<file path="config.mk">
export PLATFORM = sky130hd
export DESIGN_NAME = lcd_bus_arbiter
export DESIGN_NICKNAME = d
export VERILOG_FILES = /design/src/rtl/lcd_bus_arbiter.sv
export SDC_FILE = /design/constraint.sdc
export NUM_CORES = 1
export LEC_CHECK = 0
export ABC_AREA = 1
export BUFFER_PORTS_ARGS = -buffer_cell sky130_fd_sc_hd__buf_4
export CAP_MARGIN = 5
export CORE_UTILIZATION = 45
export CTS_CLUSTER_SIZE = 12
export DETAILED_ROUTE_END_ITERATION = 8
export SYNTH_ARGS = -nofsm -noshare
export SYNTH_HDL_FRONTEND = slang
export SYNTH_SLANG_ARGS = --single-unit
</file>
<file path="constraint.sdc">
create_clock -name clock_50mhz -period 4.1 [get_ports clock_50mhz]
set_clock_uncertainty 0.05 [all_clocks]
set_input_delay 0 -clock clock_50mhz [delete_from_list [all_inputs] [get_ports clock_50mhz]]
set_output_delay 0 -clock clock_50mhz [all_outputs]
set_load 0.02 [all_outputs]
</file>
<file path="src/rtl/lcd_bus_arbiter.sv">
// -----------------------------------------------------------------------------
// lcd_bus_arbiter
//   Owns the 8-bit parallel bus of an HD44780-style LCD1602. After reset it waits
//   for the panel to power up and writes the six-byte init sequence. It then
//   shares the bus round-robin between two requesters, one transfer at a time.
//   Each transfer runs SETUP -> EN_HI -> HOLD -> WAIT, and the busy wait is longer
//   for clear/home commands. Requesters see only a req/ack handshake.
//
// Ports
//   clock_50mhz          system clock, rising edge
//   rst_n                asynchronous active-low reset
//   req0/rs0/data0       requester 0 level request, register select, byte
//   ack0                 one-cycle pulse, requester 0 transfer accepted
//   req1/rs1/data1/ack1  same for requester 1
//   init_done            high once the init sequence has completed
//   busy                 high whenever the arbiter is not in ARB
//   rs_pin/rw_pin/en_pin LCD RS, RW (always 0), E
//   pinLCD               LCD D7..D0
// -----------------------------------------------------------------------------
module lcd_bus_arbiter #(
   parameter int unsigned T_SETUP   = 50,
   parameter int unsigned T_EN      = 50,
   parameter int unsigned T_HOLD    = 50,
   parameter int unsigned T_CMD     = 2500,
   parameter int unsigned T_CLR     = 100000,
   parameter int unsigned T_POWERUP = 2000000
) (
   input  logic       clock_50mhz,
   input  logic       rst_n,
   input  logic       req0,
   input  logic       rs0,
   input  logic [7:0] data0,
   output logic       ack0,
   input  logic       req1,
   input  logic       rs1,
   input  logic [7:0] data1,
   output logic       ack1,
   output logic       init_done,
   output logic       busy,
   output logic       rs_pin,
   output logic       rw_pin,
   output logic       en_pin,
   output logic [7:0] pinLCD
);

   typedef enum logic [2:0] {PWR_WAIT, ARB, SETUP, EN_HI, HOLD, WAIT} state_t;

   // Timer load values: a phase of N cycles loads N-1 and ends on the cycle the
   // timer reads 0.
   localparam logic [20:0] LD_SETUP  = 21'(T_SETUP - 1);
   localparam logic [20:0] LD_EN     = 21'(T_EN - 1);
   localparam logic [20:0] LD_HOLD   = 21'(T_HOLD - 1);
   localparam logic [20:0] LD_CMD    = 21'(T_CMD - 1);
   localparam logic [20:0] LD_CLR    = 21'(T_CLR - 1);
   localparam logic [20:0] PWR_LAST  = 21'(T_POWERUP - 1);
   localparam logic [2:0]  INIT_LAST = 3'd5;

   state_t      state_q, state_d;
   logic [20:0] timer_q, timer_d;
   logic [2:0]  idx_q, idx_d;
   logic        rr_q, rr_d;          // last granted requester
   logic        done_q, done_d;
   logic        rs_q, rs_d;
   logic [7:0]  data_q, data_d;
   logic        ack0_q, ack0_d, ack1_q, ack1_d;
   logic        en_q, en_d;
   logic        grant1;

   function automatic logic [7:0] init_byte(input logic [2:0] idx);
      case (idx)
         3'd0, 3'd1, 3'd2: init_byte = 8'h30;
         3'd3:             init_byte = 8'h38;
         3'd4:             init_byte = 8'h01;
         default:          init_byte = 8'h0C;
      endcase
   endfunction

   // Clear display (01) and return home (02/03) need the long busy wait.
   function automatic logic [20:0] wait_load(input logic rs, input logic [7:0] d);
      wait_load = (!rs && d[7:2] == 6'd0) ? LD_CLR : LD_CMD;
   endfunction

   // Both pending: serve the one not granted last. Reset value rr=1 lets 0 win.
   assign grant1 = req1 & (~req0 | ~rr_q);

   always_comb begin
      state_d = state_q;
      timer_d = timer_q;
      idx_d   = idx_q;
      rr_d    = rr_q;
      done_d  = done_q;
      rs_d    = rs_q;
      data_d  = data_q;
      ack0_d  = 1'b0;
      ack1_d  = 1'b0;
      case (state_q)
         // Power-up wait counts up from the reset value 0; every other phase
         // counts down to 0.
         PWR_WAIT: begin
            if (timer_q == PWR_LAST) begin
               state_d = SETUP;
               timer_d = LD_SETUP;
               idx_d   = 3'd0;
               rs_d    = 1'b0;
               data_d  = init_byte(3'd0);
            end else begin
               timer_d = timer_q + 21'd1;
            end
         end
         ARB: begin
            if (req0 || req1) begin
               rs_d    = grant1 ? rs1 : rs0;
               data_d  = grant1 ? data1 : data0;
               ack0_d  = ~grant1;
               ack1_d  = grant1;
               rr_d    = grant1;
               state_d = SETUP;
               timer_d = LD_SETUP;
            end
         end
         SETUP: begin
            if (timer_q == 21'd0) begin
               state_d = EN_HI;
               timer_d = LD_EN;
            end else begin
               timer_d = timer_q - 21'd1;
            end
         end
         EN_HI: begin
            if (timer_q == 21'd0) begin
               state_d = HOLD;
               timer_d = LD_HOLD;
            end else begin
               timer_d = timer_q - 21'd1;
            end
         end
         HOLD: begin
            if (timer_q == 21'd0) begin
               state_d = WAIT;
               timer_d = wait_load(rs_q, data_q);
            end else begin
               timer_d = timer_q - 21'd1;
            end
         end
         WAIT: begin
            if (timer_q != 21'd0) begin
               timer_d = timer_q - 21'd1;
            end else if (!done_q && idx_q != INIT_LAST) begin
               idx_d   = idx_q + 3'd1;
               rs_d    = 1'b0;
               data_d  = init_byte(idx_q + 3'd1);
               state_d = SETUP;
               timer_d = LD_SETUP;
            end else begin
               done_d  = 1'b1;
               state_d = ARB;
            end
         end
         default: begin
            state_d = PWR_WAIT;
            timer_d = 21'd0;
         end
      endcase
      // E is registered from the next state so it is glitch-free and high
      // exactly while the state register holds EN_HI.
      en_d = (state_d == EN_HI);
   end

   always_ff @(posedge clock_50mhz or negedge rst_n) begin
      if (!rst_n) begin
         state_q <= PWR_WAIT;
         timer_q <= 21'd0;
         idx_q   <= 3'd0;
         rr_q    <= 1'b1;
         done_q  <= 1'b0;
         rs_q    <= 1'b0;
         data_q  <= 8'h00;
         ack0_q  <= 1'b0;
         ack1_q  <= 1'b0;
         en_q    <= 1'b0;
      end else begin
         state_q <= state_d;
         timer_q <= timer_d;
         idx_q   <= idx_d;
         rr_q    <= rr_d;
         done_q  <= done_d;
         rs_q    <= rs_d;
         data_q  <= data_d;
         ack0_q  <= ack0_d;
         ack1_q  <= ack1_d;
         en_q    <= en_d;
      end
   end

   assign ack0      = ack0_q;
   assign ack1      = ack1_q;
   assign init_done = done_q;
   assign busy      = (state_q != ARB);
   assign rs_pin    = rs_q;
   assign rw_pin    = 1'b0;
   assign en_pin    = en_q;
   assign pinLCD    = data_q;

endmodule

</file>
==> impl_metrics.json <==
{
  "status": "complete, no violations",
  "die_h_um": 88.2,
  "syn_inst": 505,
  "rows": 31,
  "hold_viol": 0,
  "setup_viol": 0,
  "area_delta_synth_final_pct": 13.8,
  "vias": 3385,
  "worst_pin_slew_ns": 0.770,
  "timing.final.crit_share": 0.610,
  "dieArea_sq_um": 7790,
  "first_pass_iters": 4,
  "cts_buffers": 5,
  "p_seq_frac": 0.509,
  "num_antenna_cells": 0,
  "drv_slew": 0,
  "dp_hpwl_mm": 6.91,
  "clock_sinks": 41,
  "yosysSeqAreaShare": 0.307,
  "worstSetupStartpointType": "register",
  "synth.net_count": 535,
  "grt_max_degree": 42,
  "grt-busiest-layer": "met2",
  "fill_cells": 757,
  "cp-end-kind": "register",
  "max_cap_viol_count": 0,
  "synth_warnings": 0,
  "stdcell_area_sq_um": 3810,
  "place.gp.congestion": 0.923,
  "fin_crit_ns": 2.50,
  "ir_drop_mv": 0.113,
  "combPwrFrac": 0.042,
  "grt_pass1_vias": 3137,
  "routed_wl_mm": 9.24,
  "gr-total-overflow": 0,
  "antenna_found_initial": 0,
  "whs_ns": 0.0426,
  "path_max_fanout": 15,
  "setup-tns-final_ns": 0,
  "fin_cells": 639,
  "drc_errors": 0,
  "avgViaCountPerCell": 5.30,
  "cts_root_buffer": "clkbuf_8",
  "grt_setup_unrepaired": "no",
  "mostFrequentLayoutCells": "nand2_1, nor2_1, inv_1",
  "p_switching_uw": 175,
  "slew_headroom": 0.484,
  "placed_cells": 626,
  "ctsResizeCount": 0,
  "core-area_sq_um": 7210,
  "p_int_uw": 621,
  "async_reset_ff_frac": 1.00,
  "ant_nets": 0,
  "avgSynthCellArea_sq_um": 6.63,
  "synth_ff_type": "dfrtp_1",
  "drive_above_1_share": 0.156,
  "power_frac_clock": 0.449,
  "wire_per_inst_um": 14.5,
  "io_buffers": 35,
  "drt_first_iter_violations": 200,
  "die_w_um": 88.2,
  "clockBufferDepth": 2,
  "post_cts_buffers": 0,
  "p_per_area_nw_per_um2": 209,
  "start_util": 0.464,
  "grt_pass1_wl_mm": 14.9,
  "grt_use_met2": 0.428,
  "crit_required_ns": 4.24,
  "use_met1": 0.322,
  "pin_count": 37,
  "final_common_cell": "nand2_1",
  "htreeDepth": 2,
  "synth_area_sq_um": 3350,
  "p_total_uw": 796,
  "clkLatencyLatePin_ns": 0.30,
  "synth_edf_count": 0,
  "critPathKind": "reg -> reg",
  "postPlaceCellArea_sq_um": 3640,
  "grt_usage": 0.250,
  "synth-seq-cells": 41,
  "p_leak_uw": 0.00181,
  "clk_pin_slew_ns": 0.09,
  "use_met3": 0.0354,
  "cp.arrival_ns": 2.64,
  "hold_class": "in -> reg",
  "ys_types": 33,
  "fmax_mhz": 400,
  "swShare": 0.220,
  "cts_tree": "built",
  "final_nets": 569
}
## power groups by stage
stage	sequential, uW	clock (uW)	combinational (uW)
2_1_floorplan	413	0	6.22
3_3_place_gp	413	0	30.5
3_5_place_dp	413	0	30.6
4_1_cts	405	363	34.5
5_1_grt	406	377	38.1
6_report	405	357	33.5
## sequential cells by signal, summed over array words and instances, names as in the netlist, 3 cells and up
register	flops
idx_q	3
pinLCD	8
state_q	3
timer_q	21
## critical path, cell delays in order, from the launching register on
cell     delay (ns)
dfrtp_1        0.40
inv_1          0.16
ha_1           0.18
nand3_1        0.09
nor2_2         0.15
nand3_4        0.20
o21ai_2        0.61
inv_2          0.29
o21ai_0        0.18
o21ai_2        0.07
## area by class of cell
type / count / area (sq um) / share of cell area
clock buffer: 7 / 86.3 / 0.0227
clock inverter: 1 / 30.0 / 0.00788
inverter: 58 / 218 / 0.0572
multi-input combinational: 393 / 2010 / 0.528
sequential: 41 / 1030 / 0.270
tap: 99 / 124 / 0.0325
timing repair buffer: 40 / 313 / 0.0821
## final timing paths
| kind | start | to | slack (ns) | cells past startpoint |
|---|---|---|---|---|
| worst min-delay path | data0[1] | pinLCD[1]$_DFFE_PN0P_ | 0.04 | 5 |
| max in group asynchronous | rst_n | rr_q$_DFFE_PN1P_ | 3.46 | 2 |
| worst max-delay path | timer_q[0]$_DFFE_PN0P_ | timer_q[0]$_DFFE_PN0P_ | 1.60 | 9 |
| worst min register to register | pinLCD[1]$_DFFE_PN0P_ | pinLCD[1]$_DFFE_PN0P_ | 0.45 | 2 |
| worst max register to register | timer_q[0]$_DFFE_PN0P_ | timer_q[0]$_DFFE_PN0P_ | 1.60 | 9 |
| min in group asynchronous | rst_n | timer_q[4]$_DFFE_PN0P_ | 0.17 | 2 |
## metal layers
| metal | vias up | part of all wire |
|---|---|---|
| met5 | - | 0 |
| met4 | 0 | 0.019 |
| met2 | 106 | 0.48 |
| met3 | 15 | 0.041 |
| met1 | 1566 | 0.46 |
| li1 | 1698 | - |
## per-stage QoR
step / setup WS, ns / utilization
finish: 1.60 / 0.528
global route: 1.44 / 0.528
CTS: 1.60 / 0.528
detailed placement: 1.62 / 0.505
global placement: 1.70 / 0.505
floorplan: 2.37 / -
## synth_stat cells, types with 8 or more instances
library cell,count,area share
nand2_1,132,0.15
nand4_1,11,0.021
dfrtp_1,40,0.30
o21ai_2,12,0.031
inv_1,55,0.062
nand3_1,52,0.078
xor2_1,11,0.029
a21oi_1,15,0.022
ha_1,8,0.030
nor2_1,72,0.081
o21ai_0,36,0.054
nand2_2,8,0.015
## repair_timing
action / CTS / global route
hold endpoints to repair: 44 / 0
setup endpoints to repair: 0 / 0
hold buffers: 5 / 0
## logic make-up (layout without fill, tap and decap cells)
family | Yosys count | count (layout) | share of synthesized area
AOI/OAI and AO/OA | 77 | 77 | 0.144
xor gates and xnor gates | 11 | 11 | 0.0288
adders and majority gates | 8 | 8 | 0.0299
buffers and inverters | 71 | 106 | 0.0923
DFF | 41 | 41 | 0.307
other | 1 | 1 | 0.00112
and+or+nand+nor | 296 | 296 | 0.397
Power figures use the tool's default switching activity.
